<file path="config.mk">
export PLATFORM = sky130hd
export DESIGN_NAME = mem_arbiter
export DESIGN_NICKNAME = d
export VERILOG_FILES = /design/src/rtl/mem_arb_pkg.sv /design/src/rtl/mem_arb_prio.sv /design/src/rtl/mem_arbiter.sv
export SDC_FILE = /design/constraint.sdc
export NUM_CORES = 1
export LEC_CHECK = 0
export CORE_AREA = 4 4 152 154
export DETAILED_ROUTE_END_ITERATION = 10
export DIE_AREA = 0 0 156 158
export SLEW_MARGIN = 20
export SYNTH_ARGS = -nofsm -noshare
export SYNTH_HDL_FRONTEND = slang
export SYNTH_HIERARCHICAL = 1
export SYNTH_SLANG_ARGS = --single-unit
</file>
<file path="constraint.sdc">
create_clock -name clock -period 2.1 [get_ports clock]
set_input_delay 0.315 -clock clock [delete_from_list [all_inputs] [get_ports clock]]
set_output_delay 0.315 -clock clock [all_outputs]
set_load 0.02 [all_outputs]
</file>
<file path="src/rtl/mem_arb_pkg.sv">
// Shared types for the two-port memory arbiter: FSM states, access sizes and
// read/write encodings. The size-to-beat-count mapping is also kept here.
package mem_arb_pkg;

    typedef enum logic [1:0] {
        IDLE  = 2'd0,
        ISSUE = 2'd1,
        BEAT  = 2'd2
    } state_t;

    localparam logic [1:0] SIZE_1  = 2'b00;
    localparam logic [1:0] SIZE_4  = 2'b01;
    localparam logic [1:0] SIZE_8  = 2'b10;
    localparam logic [1:0] SIZE_16 = 2'b11;

    localparam logic MEM_RD = 1'b1;
    localparam logic MEM_WR = 1'b0;

    function automatic logic [4:0] size_beats(input logic [1:0] size);
        case (size)
            SIZE_1:  return 5'd1;
            SIZE_4:  return 5'd4;
            SIZE_8:  return 5'd8;
            default: return 5'd16;
        endcase
    endfunction

endpackage

</file>
<file path="src/rtl/mem_arb_prio.sv">
// Winner select between data and fetch ports; combinational, data wins ties.
// With MEM_ARB_STARVE_GUARD_EN a loss counter lets fetch win after STARVE_LIMIT contested losses.
module mem_arb_prio
    import mem_arb_pkg::*;
#(
    parameter int STARVE_LIMIT = 4
) (
`ifdef MEM_ARB_STARVE_GUARD_EN
    input  logic clock,
    input  logic reset,
    input  logic arb_en,
`endif
    input  logic i_req,
    input  logic d_req,
    output logic sel_i,
    output logic sel_d
);

    if (STARVE_LIMIT < 1) begin : g_bad_limit
        $error("mem_arb_prio: STARVE_LIMIT must be at least 1");
    end

`ifdef MEM_ARB_STARVE_GUARD_EN
    localparam int CNT_W = ($clog2(STARVE_LIMIT + 1) > 3) ? $clog2(STARVE_LIMIT + 1) : 3;

    logic [CNT_W-1:0] starve_q, starve_d;
    logic             force_i;

    always_comb begin
        force_i  = (starve_q >= CNT_W'(STARVE_LIMIT));
        sel_i    = i_req & (~d_req | force_i);
        sel_d    = d_req & ~sel_i;
        starve_d = starve_q;
        // Only arbitrations that fetch actually takes part in move the counter.
        if (arb_en && i_req) begin
            if (sel_i) begin
                starve_d = '0;
            end else begin
                starve_d = starve_q + 1'b1;
            end
        end
    end

    always_ff @(posedge clock) begin
        if (reset) begin
            starve_q <= '0;
        end else begin
            starve_q <= starve_d;
        end
    end
`else
    always_comb begin
        sel_d = d_req;
        sel_i = i_req & ~d_req;
    end
`endif

endmodule

</file>
<file path="src/rtl/mem_arbiter.sv">
// Arbitrates fetch and data ports onto one memory; ISSUE one cycle after a req, beats follow
// each non-busy cycle, all outputs registered. Optional fetch starvation guard: MEM_ARB_STARVE_GUARD_EN.
module mem_arbiter
    import mem_arb_pkg::*;
#(
    parameter int ADDR_WIDTH   = 32,
    parameter int DATA_WIDTH   = 32,
    parameter int STARVE_LIMIT = 4
) (
    input  logic                  clock,
    input  logic                  reset,
    input  logic                  i_req,
    input  logic [ADDR_WIDTH-1:0] i_addr,
    input  logic [1:0]            i_size,
    output logic                  i_gnt,
    output logic                  i_rvalid,
    output logic [DATA_WIDTH-1:0] i_rdata,
    input  logic                  d_req,
    input  logic                  d_rw,
    input  logic [ADDR_WIDTH-1:0] d_addr,
    input  logic [DATA_WIDTH-1:0] d_wdata,
    input  logic [1:0]            d_size,
    output logic                  d_gnt,
    output logic                  d_rvalid,
    output logic [DATA_WIDTH-1:0] d_rdata,
    output logic                  d_wack,
    output logic [ADDR_WIDTH-1:0] address,
    output logic [DATA_WIDTH-1:0] data_in,
    output logic [1:0]            access_size,
    output logic                  rw,
    output logic                  enable,
    input  logic                  busy,
    input  logic [DATA_WIDTH-1:0] data_out
);

    localparam logic [ADDR_WIDTH-1:0] WORD_MASK = ~(ADDR_WIDTH'(3));

    state_t                state_q, state_d;
    logic                  own_data_q, own_data_d;
    logic [4:0]            beats_q, beats_d;
    logic                  enable_q, enable_d;
    logic                  rw_q, rw_d;
    logic [ADDR_WIDTH-1:0] address_q, address_d;
    logic [DATA_WIDTH-1:0] data_in_q, data_in_d;
    logic [1:0]            access_size_q, access_size_d;
    logic                  i_gnt_q, i_gnt_d;
    logic                  i_rvalid_q, i_rvalid_d;
    logic [DATA_WIDTH-1:0] i_rdata_q, i_rdata_d;
    logic                  d_gnt_q, d_gnt_d;
    logic                  d_rvalid_q, d_rvalid_d;
    logic [DATA_WIDTH-1:0] d_rdata_q, d_rdata_d;
    logic                  d_wack_q, d_wack_d;
    logic                  sel_i, sel_d;

    mem_arb_prio #(
        .STARVE_LIMIT(STARVE_LIMIT)
    ) u_prio (
`ifdef MEM_ARB_STARVE_GUARD_EN
        .clock (clock),
        .reset (reset),
        .arb_en(state_q == IDLE),
`endif
        .i_req (i_req),
        .d_req (d_req),
        .sel_i (sel_i),
        .sel_d (sel_d)
    );

    always_comb begin
        state_d       = state_q;
        own_data_d    = own_data_q;
        beats_d       = beats_q;
        rw_d          = rw_q;
        address_d     = address_q;
        data_in_d     = data_in_q;
        access_size_d = access_size_q;
        i_rdata_d     = i_rdata_q;
        d_rdata_d     = d_rdata_q;
        enable_d      = 1'b0;
        i_gnt_d       = 1'b0;
        d_gnt_d       = 1'b0;
        i_rvalid_d    = 1'b0;
        d_rvalid_d    = 1'b0;
        d_wack_d      = 1'b0;

        unique case (state_q)
            IDLE: begin
                if (sel_d) begin
                    own_data_d    = 1'b1;
                    rw_d          = d_rw;
                    address_d     = d_addr & WORD_MASK;
                    data_in_d     = (d_rw == MEM_WR) ? d_wdata : '0;
                    access_size_d = (d_rw == MEM_WR) ? SIZE_1 : d_size;
                    beats_d       = size_beats(access_size_d);
                    d_gnt_d       = 1'b1;
                    enable_d      = 1'b1;
                    state_d       = ISSUE;
                end else if (sel_i) begin
                    own_data_d    = 1'b0;
                    rw_d          = MEM_RD;
                    address_d     = i_addr & WORD_MASK;
                    data_in_d     = '0;
                    access_size_d = i_size;
                    beats_d       = size_beats(i_size);
                    i_gnt_d       = 1'b1;
                    enable_d      = 1'b1;
                    state_d       = ISSUE;
                end
            end
            ISSUE: begin
                state_d = BEAT;
            end
            BEAT: begin
                // A busy cycle is simply a non-event: the remaining count holds.
                if (!busy) begin
                    if (rw_q == MEM_RD) begin
                        if (own_data_q) begin
                            d_rvalid_d = 1'b1;
                            d_rdata_d  = data_out;
                        end else begin
                            i_rvalid_d = 1'b1;
                            i_rdata_d  = data_out;
                        end
                        beats_d = beats_q - 5'd1;
                        if (beats_q == 5'd1) begin
                            state_d = IDLE;
                        end
                    end else begin
                        d_wack_d = 1'b1;
                        beats_d  = '0;
                        state_d  = IDLE;
                    end
                end
            end
            default: begin
                state_d = IDLE;
            end
        endcase
    end

    always_ff @(posedge clock) begin
        if (reset) begin
            state_q       <= IDLE;
            own_data_q    <= 1'b0;
            beats_q       <= '0;
            enable_q      <= 1'b0;
            rw_q          <= 1'b0;
            address_q     <= '0;
            data_in_q     <= '0;
            access_size_q <= SIZE_1;
            i_gnt_q       <= 1'b0;
            i_rvalid_q    <= 1'b0;
            i_rdata_q     <= '0;
            d_gnt_q       <= 1'b0;
            d_rvalid_q    <= 1'b0;
            d_rdata_q     <= '0;
            d_wack_q      <= 1'b0;
        end else begin
            state_q       <= state_d;
            own_data_q    <= own_data_d;
            beats_q       <= beats_d;
            enable_q      <= enable_d;
            rw_q          <= rw_d;
            address_q     <= address_d;
            data_in_q     <= data_in_d;
            access_size_q <= access_size_d;
            i_gnt_q       <= i_gnt_d;
            i_rvalid_q    <= i_rvalid_d;
            i_rdata_q     <= i_rdata_d;
            d_gnt_q       <= d_gnt_d;
            d_rvalid_q    <= d_rvalid_d;
            d_rdata_q     <= d_rdata_d;
            d_wack_q      <= d_wack_d;
        end
    end

    assign enable      = enable_q;
    assign rw          = rw_q;
    assign address     = address_q;
    assign data_in     = data_in_q;
    assign access_size = access_size_q;
    assign i_gnt       = i_gnt_q;
    assign i_rvalid    = i_rvalid_q;
    assign i_rdata     = i_rdata_q;
    assign d_gnt       = d_gnt_q;
    assign d_rvalid    = d_rvalid_q;
    assign d_rdata     = d_rdata_q;
    assign d_wack      = d_wack_q;

endmodule

</file>
Word level (Yosys, flattened, before mapping):

Cells that the tools add are included.

* logic and storage cells: 78
* bits of input ports: 138
* output and inout port bits: 137
* register bits: 145

* bitwise operators: 7
* reduce and logical (&&, ||, !) cells: 14
* equal/unequal tests: 10
* add/sub/neg operators: 1
* mux-type cells: 31

Operator list (number)
* $mux 32: 5
* $pmux 5 s3: 2
* $mux 5: 4
* $mux 2: 8
* $mux 1: 10
* $pmux 5 s2: 1
* $reduce_and 4->1: 2
* $eq 2x1->1 const B: 3
* $eq 2x2->1 const B: 3
* $logic_not 2->1: 3
* $ne 3x3->1 const B: 2
* $not 1->1: 6
* $pmux 2 s3: 1
* $reduce_and 3->1: 2
* $reduce_or 3->1: 2
* $eq 5x1->1 const B: 1
* $sub 5x1->5 const B: 1
* $reduce_bool 2->1: 2
* $reduce_or 4->1: 1
* $ne 2x2->1 const B: 1
* $reduce_and 2->1: 1
* $reduce_or 2->1: 1
* $and 1x1->1: 1

Logic depth before layout (Yosys ltp):

Gate-level depths: netlist of run 1.

* word-level depth: 5
* mapped depth: 7
* gate-level depth less buffers: 6

Cells and area by module:

Netlist of run 1, hierarchy kept.

By module, submodules not included
* mem_arbiter: area each 5337.6 µm², times used 1, cells each 587, sequential area each 2862.7 µm²
* mem_arb_prio: area each 21.3 µm², times used 1, cells each 2, sequential area each 0.0 µm²

Worst setup path after synthesis of run 1:

No wires, ideal clock.

* kind: reg2reg
* start: register rw_q (netlist: rw)
* end: register d_rdata_q[2] (netlist: d_rdata[2])
* arrival time: 1.457 ns
* path buffers: 2
* period minus slack after synthesis: 1.589 ns
* stages on the path, launching flop included: 7
* library setup time: 0.132 ns
* data required time: 1.968 ns
* setup slack: 0.511 ns
* path through: dfxtp_1 nand3b_4 or3b_1 clkbuf_1 buf_2 nand2_1 a21oi_1

* longest elaborated chain between the ends: 1

RTL lines
* start: declaration: RTL line mem_arbiter.sv:42 `logic rw_q, rw_d;`
* start signal: assignment: RTL line mem_arbiter.sv:163 `rw_q <= rw_d;`
* $reduce_and 4->1 (no line)
* end signal: assignment: RTL line mem_arbiter.sv:172 `d_rdata_q <= d_rdata_d;`
* end: declaration: RTL line mem_arbiter.sv:51 `logic [DATA_WIDTH-1:0] d_rdata_q, d_rdata_d;`

No other way between the ends.
A chain may end at the register's enable or synchronous reset.

Worst setup path after layout of run 1:

* start: register rw_q (netlist: rw)
* end: output rw

RTL lines
* end: declaration: RTL line mem_arbiter.sv:30 `output logic rw,`

No word-level cell between the ends.

==> results by group, run 1 <==
Run status
  • Status: finished clean

Floorplanning
  • Horiz. Die Dim: 156 µm
  • Num rows: 54
  • Initial Util: 24.7%
  • Die height: 158 µm
  • Number of I/O pins: 275
  • Die area: 24600 µm²
  • Core footprint: 21700 µm²

Critical path
  • CP max FO: 7
  • Slowest-stage cell, CP: clkdlybuf4s50_1
  • Critical path arrival: 1.65 ns
  • Critical path, cell by cell: clkdlybuf4s50_1
  • Worst EP required: 1.78 ns
  • CP peak stage delay: 0.71 ns
  • WP buf/inv: 1
  • Cell family with the largest share of critical-path delay: buffers and inverters
  • Critical path type: flip-flop to output port
  • CP Launch Type: flip-flop
  • CP Capture Type: output port

STA
  • Slew @ Worst Pin: 0.505 ns
  • Hold Violations, Final: 0
  • Worst Setup Slack, final: 0.135 ns
  • Fmax: 509 MHz
  • Setup_tns: 0 ns
  • Crit share post-route: 93.5%
  • Unrepaired setup endpoints after global routing: false
  • Setup Skew: 0.00954 ns
  • Finish-stage setup viols: 0
  • WHS: 0.250 ns
  • Crit path time final: 1.96 ns
  • Final slew viol count: 0
  • Headroom to the max-slew limit: 66.3%

GRT
  • First-pass GRT wire length: 25.6 mm
  • Grt total ovfl: 0
  • Largest net degree at the start of global routing: 107
  • Vias in the first global route: 4812
  • Total Routing Usage GR: 13.1%
  • Antenna violations before repair: 0

Synthesis
  • Number of synthesized flops with an enable pin: 0
  • Synth Flop Type: dfxtp_1
  • FFs w/ async S/R, synth: 0%
  • Sequential share of the synthesized area: 53.4%
  • Yosys top cell by area: dfxtp_1
  • Most common cell in the synthesized netlist: dfxtp_1
  • Distinct cells, synth: 41
  • Synth top area share: 53.4%
  • Post-Syn Area per Cell: 9.10 µm²
  • Synth top area cells: dfxtp_1, nand2_1, a21oi_1, mux2i_1, a22o_1
  • Yosys warns: 6
  • Cells after Synth: 589
  • Synthesized area: 5360 µm²
  • Synthesis-stage register bit count: 143
  • Most frequent cells after synthesis: dfxtp_1, nand2_1, a21oi_1, nor2_1

Clock network
  • Worst-path clk slew: 0.06 ns
  • CTS Root Cell: clkbuf_16
  • Clock buffer depth: 2
  • Clock latency on the worst-skew pair: 0.41 ns
  • Clk sinks: 143
  • Max H-tree Level: 4
  • Post_cts resized: 0
  • CTS tree: yes
  • Cts hold-fix bufs: 0
  • # Post-CTS Setup Buffers: 0
  • Clock buffer count from CTS: 17

Power and ir drop
  • Clock share of power: 44.5%
  • Internal power: 5.33 mW
  • Switching pwr: 1.83 mW
  • VDD IR max: 421 µV
  • Pwr Density: 800 nW/µm²
  • Switching Fraction: 25.6%
  • Lkg Pwr: 3.25 nW
  • Combinational group share of total power: 14.8%
  • Part of the power in registers: 40.7%

Flow run
  • Max Cap Viol: 0

Layout
  • Ant. Diodes: 0
  • Layout fillers: 2160
  • Nets: 982
  • Final Core Density: 41.3%
  • Non-Filler Instances: 1135
  • Area grow syn2layout: 67.2%
  • Layout cells sized above 1: 6.67%

Route
  • Final WL: 16.9 mm
  • Vias/cell: 4.40
  • Vias after detailed routing: 4998
  • DRT iter0 DRCs: 259
  • Antenna-violating nets left: 0
  • First-pass detailed-route iteration total: 5
  • # DRC: 0
  • Routed length per instance: 14.9 µm

Placed design
  • Buffers on Ports: 268
  • Pre-CTS setup slack: 0.111 ns
  • Global placement routability congestion: 0.713
  • Placed Cells: 1103
  • Dpl hpwl: 11.7 mm

Min path
  • Type of the tightest min-delay check: input pin to flip-flop
==> through the flow <==
step / total power [mW] / cell area, µm²
CTS: 7.28 / 8960
floorplan: 3.46 / 5360
finish: 7.17 / 8960
detailed placement: 4.05 / 8340
global placement: 4.05 / 8340
global route: 7.48 / 8960
==> power groups by stage <==
stage / Sequential, mW / Clock (mW) / Combinational, mW
2_1_floorplan: 3.10 / 0 / 0.359
3_3_place_gp: 2.97 / 0 / 1.07
3_5_place_dp: 2.98 / 0 / 1.08
4_1_cts: 2.92 / 3.28 / 1.08
5_1_grt: 2.93 / 3.40 / 1.15
6_report: 2.92 / 3.19 / 1.06
==> logic make-up (layout without fill, tap and decap cells) <==
logic type | count (synthesis) | in the layout | synth area share [%]
flip-flops | 143 | 143 | 53.4
multiplexers | 30 | 30 | 5.60
other | 1 | 2 | 0.0700
adder cells (fa/ha/maj) | 2 | 2 | 0.467
XOR/XNOR | 1 | 1 | 0.163
AO/OA/AOI/OAI | 154 | 154 | 18.5
AND/OR/NAND/NOR | 203 | 203 | 16.7
buffers and inverters | 55 | 320 | 5.07
==> path summary, 6_finish.rpt <==
| path | cells past startpoint | endpoint | slack, ns | startpoint |
|---|---|---|---|---|
| setup / recovery | 1 | rw | 0.14 | rw |
| hold / removal | 3 | enable | 0.25 | reset |
| setup reg to reg | 5 | d_rdata[3] | 0.37 | state_q[1] |
| hold reg to reg | 2 | d_rdata[2] | 0.45 | d_rdata[2] |
==> routing by layer <==
layer	part of all wire (%)	routed length [µm]	track usage, %	up-vias
li1	-	-	-	2533
met1	43	7220	15.7	2245
met2	47	7900	21.6	191
met3	8.2	1390	4.57	29
met4	2.4	413	5.00	0
met5	0	0	0	-
==> area by class of cell <==
class,count,area [µm²],area share [%]
clock buffers,18,439,4.90
inverters,6,22.5,0.251
multi-input cells,392,2250,25.1
clock inverters,14,180,2.01
well taps,280,350,3.91
flip-flops and latches,143,2860,32.0
repair buffers,282,2860,31.9
==> registers in the layout, summed over array words and instances, names as in the netlist <==
name / cells
d_rdata: 32
data_in: 32
i_rdata: 32
address: 30
beats_q: 5
access_size: 2
state_q: 2
d_gnt: 1
d_rvalid: 1
d_wack: 1
enable: 1
i_gnt: 1
i_rvalid: 1
own_data_q: 1
rw: 1
==> placed cells by master, fill, tap and decap left out, drive strengths merged, types with 9 or more instances in the layout <==
cell type      count
clkdlybuf4s50    266
o21ai              9
a211oi            32
a22o              32
a21oi             74
clkbuf            18
mux2i             30
nand2            132
inv               10
dfxtp            143
nor2              41
buf               16
Note: power is estimated with default switching activity, not from simulation.
==> run 2: changes to the inputs <==
--- a/config.mk
+++ b/config.mk
@@ -6,8 +6,10 @@
 export NUM_CORES = 1
 export LEC_CHECK = 0
 export CORE_AREA = 4 4 152 154
+export CTS_CLUSTER_SIZE = 10
 export DETAILED_ROUTE_END_ITERATION = 10
 export DIE_AREA = 0 0 156 158
+export DONT_BUFFER_PORTS = 1
 export SLEW_MARGIN = 20
 export SYNTH_ARGS = -nofsm -noshare
 export SYNTH_HDL_FRONTEND = slang
==> run 2 against run 1 <==
Compared with the run above: cell count fell by 24%; count of clock-buffer cells in the layout rose by 2; global-route usage fell by 2.1 points; wire length fell by 15%; worst setup slack improved by 0.22 ns; via count fell by 20%; sequential share of layout area rose by 14 points; fmax rose by 12%; total power fell by 6.4%; clock power rose by 1%; first-iteration DRC count fell by 0.77%; critical path type is now flip-flop to flip-flop.
==> results by group, run 2 (synthesis gave the netlist of run 1 again) <==
GRT
  • Grt total ovfl: 0 (unchanged)
  • Largest net degree at the start of global routing: 93 (-13%)
  • Total Routing Usage GR: 11.0% (-2.1 points)
  • Vias in the first global route: 3805 (-21%)
  • First-pass GRT wire length: 21.3 mm (-17%)
  • Antenna violations before repair: 0 (unchanged)

Min path
  • Type of the tightest min-delay check: input pin to flip-flop

STA
  • Setup_tns: 0 ns (unchanged)
  • Crit path time final: 1.75 ns (-0.218 ns)
  • Setup Skew: 0.00789 ns (-0.00165 ns)
  • Slew @ Worst Pin: 0.736 ns (+0.232 ns)
  • Crit share post-route: 83.2% (-10 points)
  • Finish-stage setup viols: 0 (unchanged)
  • Unrepaired setup endpoints after global routing: false
  • Fmax: 572 MHz (+12%)
  • Hold Violations, Final: 0 (unchanged)
  • Headroom to the max-slew limit: 50.7% (-16 points)
  • WHS: 0.0336 ns (-0.217 ns)
  • Final slew viol count: 0 (unchanged)

Layout
  • Finished Cell Area: 6280 µm² (-30%)
  • Layout cells sized above 1: 8.69% (+2.0 points)
  • Area grow syn2layout: 17.2%
  • Most common cell after layout, fill and taps aside: dfxtp_1
  • Commonest non-fill, non-tap cells in the layout: dfxtp_1, nand2_1, a21oi_1, nor2_1
  • Non-Filler Instances: 867 (-24%)
  • Nets: 714 (-27%)
  • Storage cell area: 2860 µm² (unchanged)
  • Final Core Density: 29.0% (-12 points)
  • Layout fillers: 2279 (+5.5%)
  • Footprint of the multi-input gates: 2250 µm² (unchanged)
  • Ant. Diodes: 0 (unchanged)

Clock network
  • Max H-tree Level: 4 (unchanged)
  • Clk sinks: 143 (unchanged)
  • CTS tree: yes
  • Worst-path clk slew: 0.06 ns (about the same)
  • # Post-CTS Setup Buffers: 0 (unchanged)
  • Clock latency on the worst-skew pair: 0.41 ns (about the same)
  • Clock buffer depth: 2 (unchanged)
  • CTS Root Cell: clkbuf_16
  • Clock buffer count from CTS: 17 (unchanged)

Floorplanning
  • Num rows: 54 (unchanged)
  • Die height: 158 µm (unchanged)
  • Die area: 24600 µm² (unchanged)
  • Core footprint: 21700 µm² (unchanged)
  • Number of I/O pins: 275 (unchanged)
  • Initial Util: 24.7% (unchanged)
  • Horiz. Die Dim: 156 µm (unchanged)

Placed design
  • Global placement routability congestion: 0.728 (+2.2%)
  • Dpl hpwl: 9.65 mm (-18%)
  • Post-DP Area: 5580 µm² (-33%)
  • Placed Cells: 831 (-25%)
  • Buffers on Ports: 0 (-100%)

Critical path
  • Critical path arrival: 2.00 ns (+0.35 ns)
  • CP peak stage delay: 0.54 ns (-0.17 ns)
  • Cell family with the largest share of critical-path delay: simple AND/OR/NAND/NOR gates
  • CP Capture Type: flip-flop
  • Critical path type: flip-flop to flip-flop
  • WP buf/inv: 1 (unchanged)
  • Slowest-stage cell, CP: dfxtp_1
  • CP max FO: 33 (+26)
  • Worst EP required: 2.36 ns (+0.58 ns)
  • CP Launch Type: flip-flop
  • Critical path, cell by cell: nand3b_4, or3b_1, buf_4, nand2_1, a21oi_1

Power and ir drop
  • Combinational group share of total power: 6.1% (-8.7 points)
  • Lkg Pwr: 2.27 nW (-30%)
  • VDD IR max: 334 µV (-21%)
  • Internal power: 5.08 mW (-4.8%)
  • Switching Fraction: 24.3% (-1.3 points)
  • Pwr Density: 1070 nW/µm² (+33%)
  • Part of the power in registers: 45.8% (+5.1 points)
  • Switching pwr: 1.63 mW (-11%)
  • Clock share of power: 48.1% (+3.6 points)

Route
  • Routed length per instance: 16.6 µm (+11%)
  • # DRC: 0 (unchanged)
  • DRT iter0 DRCs: 257 (-0.77%)
  • Antenna-violating nets left: 0 (unchanged)
  • Vias after detailed routing: 3988 (-20%)
  • Final WL: 14.4 mm (-15%)
  • Vias/cell: 4.60 (+4.5%)
  • First-pass detailed-route iteration total: 4 (-1)

Run status
  • Status: finished clean

Flow run
  • Max Cap Viol: 0 (unchanged)
==> run 2: cell types whose count changed in the layout (fill, tap and decap cells not counted), moves of 3 or more <==
cell,change
inv_6,-3
buf_12,-4
dlygate4sd3_1,+3
clkdlybuf4s50_1,-266
==> run 2: what timing repair did <==
| action | 4_1_cts | 5_1_grt |
|---|---|---|
| setup endpoints to repair | 0 | 0 |
| hold endpoints to repair | 93 | 0 |
| hold buffers | 4 | 0 |
| gates resized for setup | 0 | 0 |
==> run 2: final timing paths <==
| kind | slack, ns | endpoint | cells after the start | start |
|---|---|---|---|---|
| worst max-delay path | 0.35 | d_rdata[31] | 5 | state_q[1] |
| worst min-delay path | 0.03 | data_in[24] | 1 | d_wdata[24] |
| worst max register to register | 0.35 | d_rdata[31] | 5 | state_q[1] |
| worst min register to register | 0.48 | beats_q[4] | 2 | beats_q[4] |
==> run 2: layout make-up <==
cell class / instances / area share [%]
clock buffer: 20 / 7.27
clock inverter: 12 / 2.93
inverter: 6 / 0.358
multi-input combinational: 392 / 35.8
sequential: 143 / 45.6
tap: 280 / 5.58
timing repair buffer: 14 / 2.51
==> run 2: worst register-to-register path, stage by stage (launching register included) <==
cell and delay [ns]:
dfxtp_1 0.54, nand3b_4 0.22, or3b_1 0.38, buf_4 0.27, nand2_1 0.13, a21oi_1 0.07
==> run 2: metal layers <==
layer / vias to the layer above / track usage (%) / share of wire, %
met5: - / 0 / 0
met4: 0 / 4.63 / 1.5
met3: 10 / 4.26 / 9.3
met2: 159 / 18.8 / 51
met1: 1813 / 12.3 / 38
li1: 2006 / - / -
==> run 2: power groups by stage <==
stage          registers, mW  logic [mW]  clock network, mW
5_1_grt                 3.09       0.465               3.45
3_3_place_gp            3.14       0.362                  0
4_1_cts                 3.08       0.416               3.32
2_1_floorplan           3.10       0.359                  0
6_report                3.07       0.407               3.23
3_5_place_dp            3.13       0.370                  0
==> run 2: per-stage QoR <==
| stage | total power, mW | worst slack (ns) |
|---|---|---|
| floorplan | 3.46 | 0.511 |
| global placement | 3.50 | 0.406 |
| detailed placement | 3.50 | 0.393 |
| CTS | 6.82 | 0.340 |
| global route | 7.00 | 0.202 |
| finish | 6.71 | 0.353 |
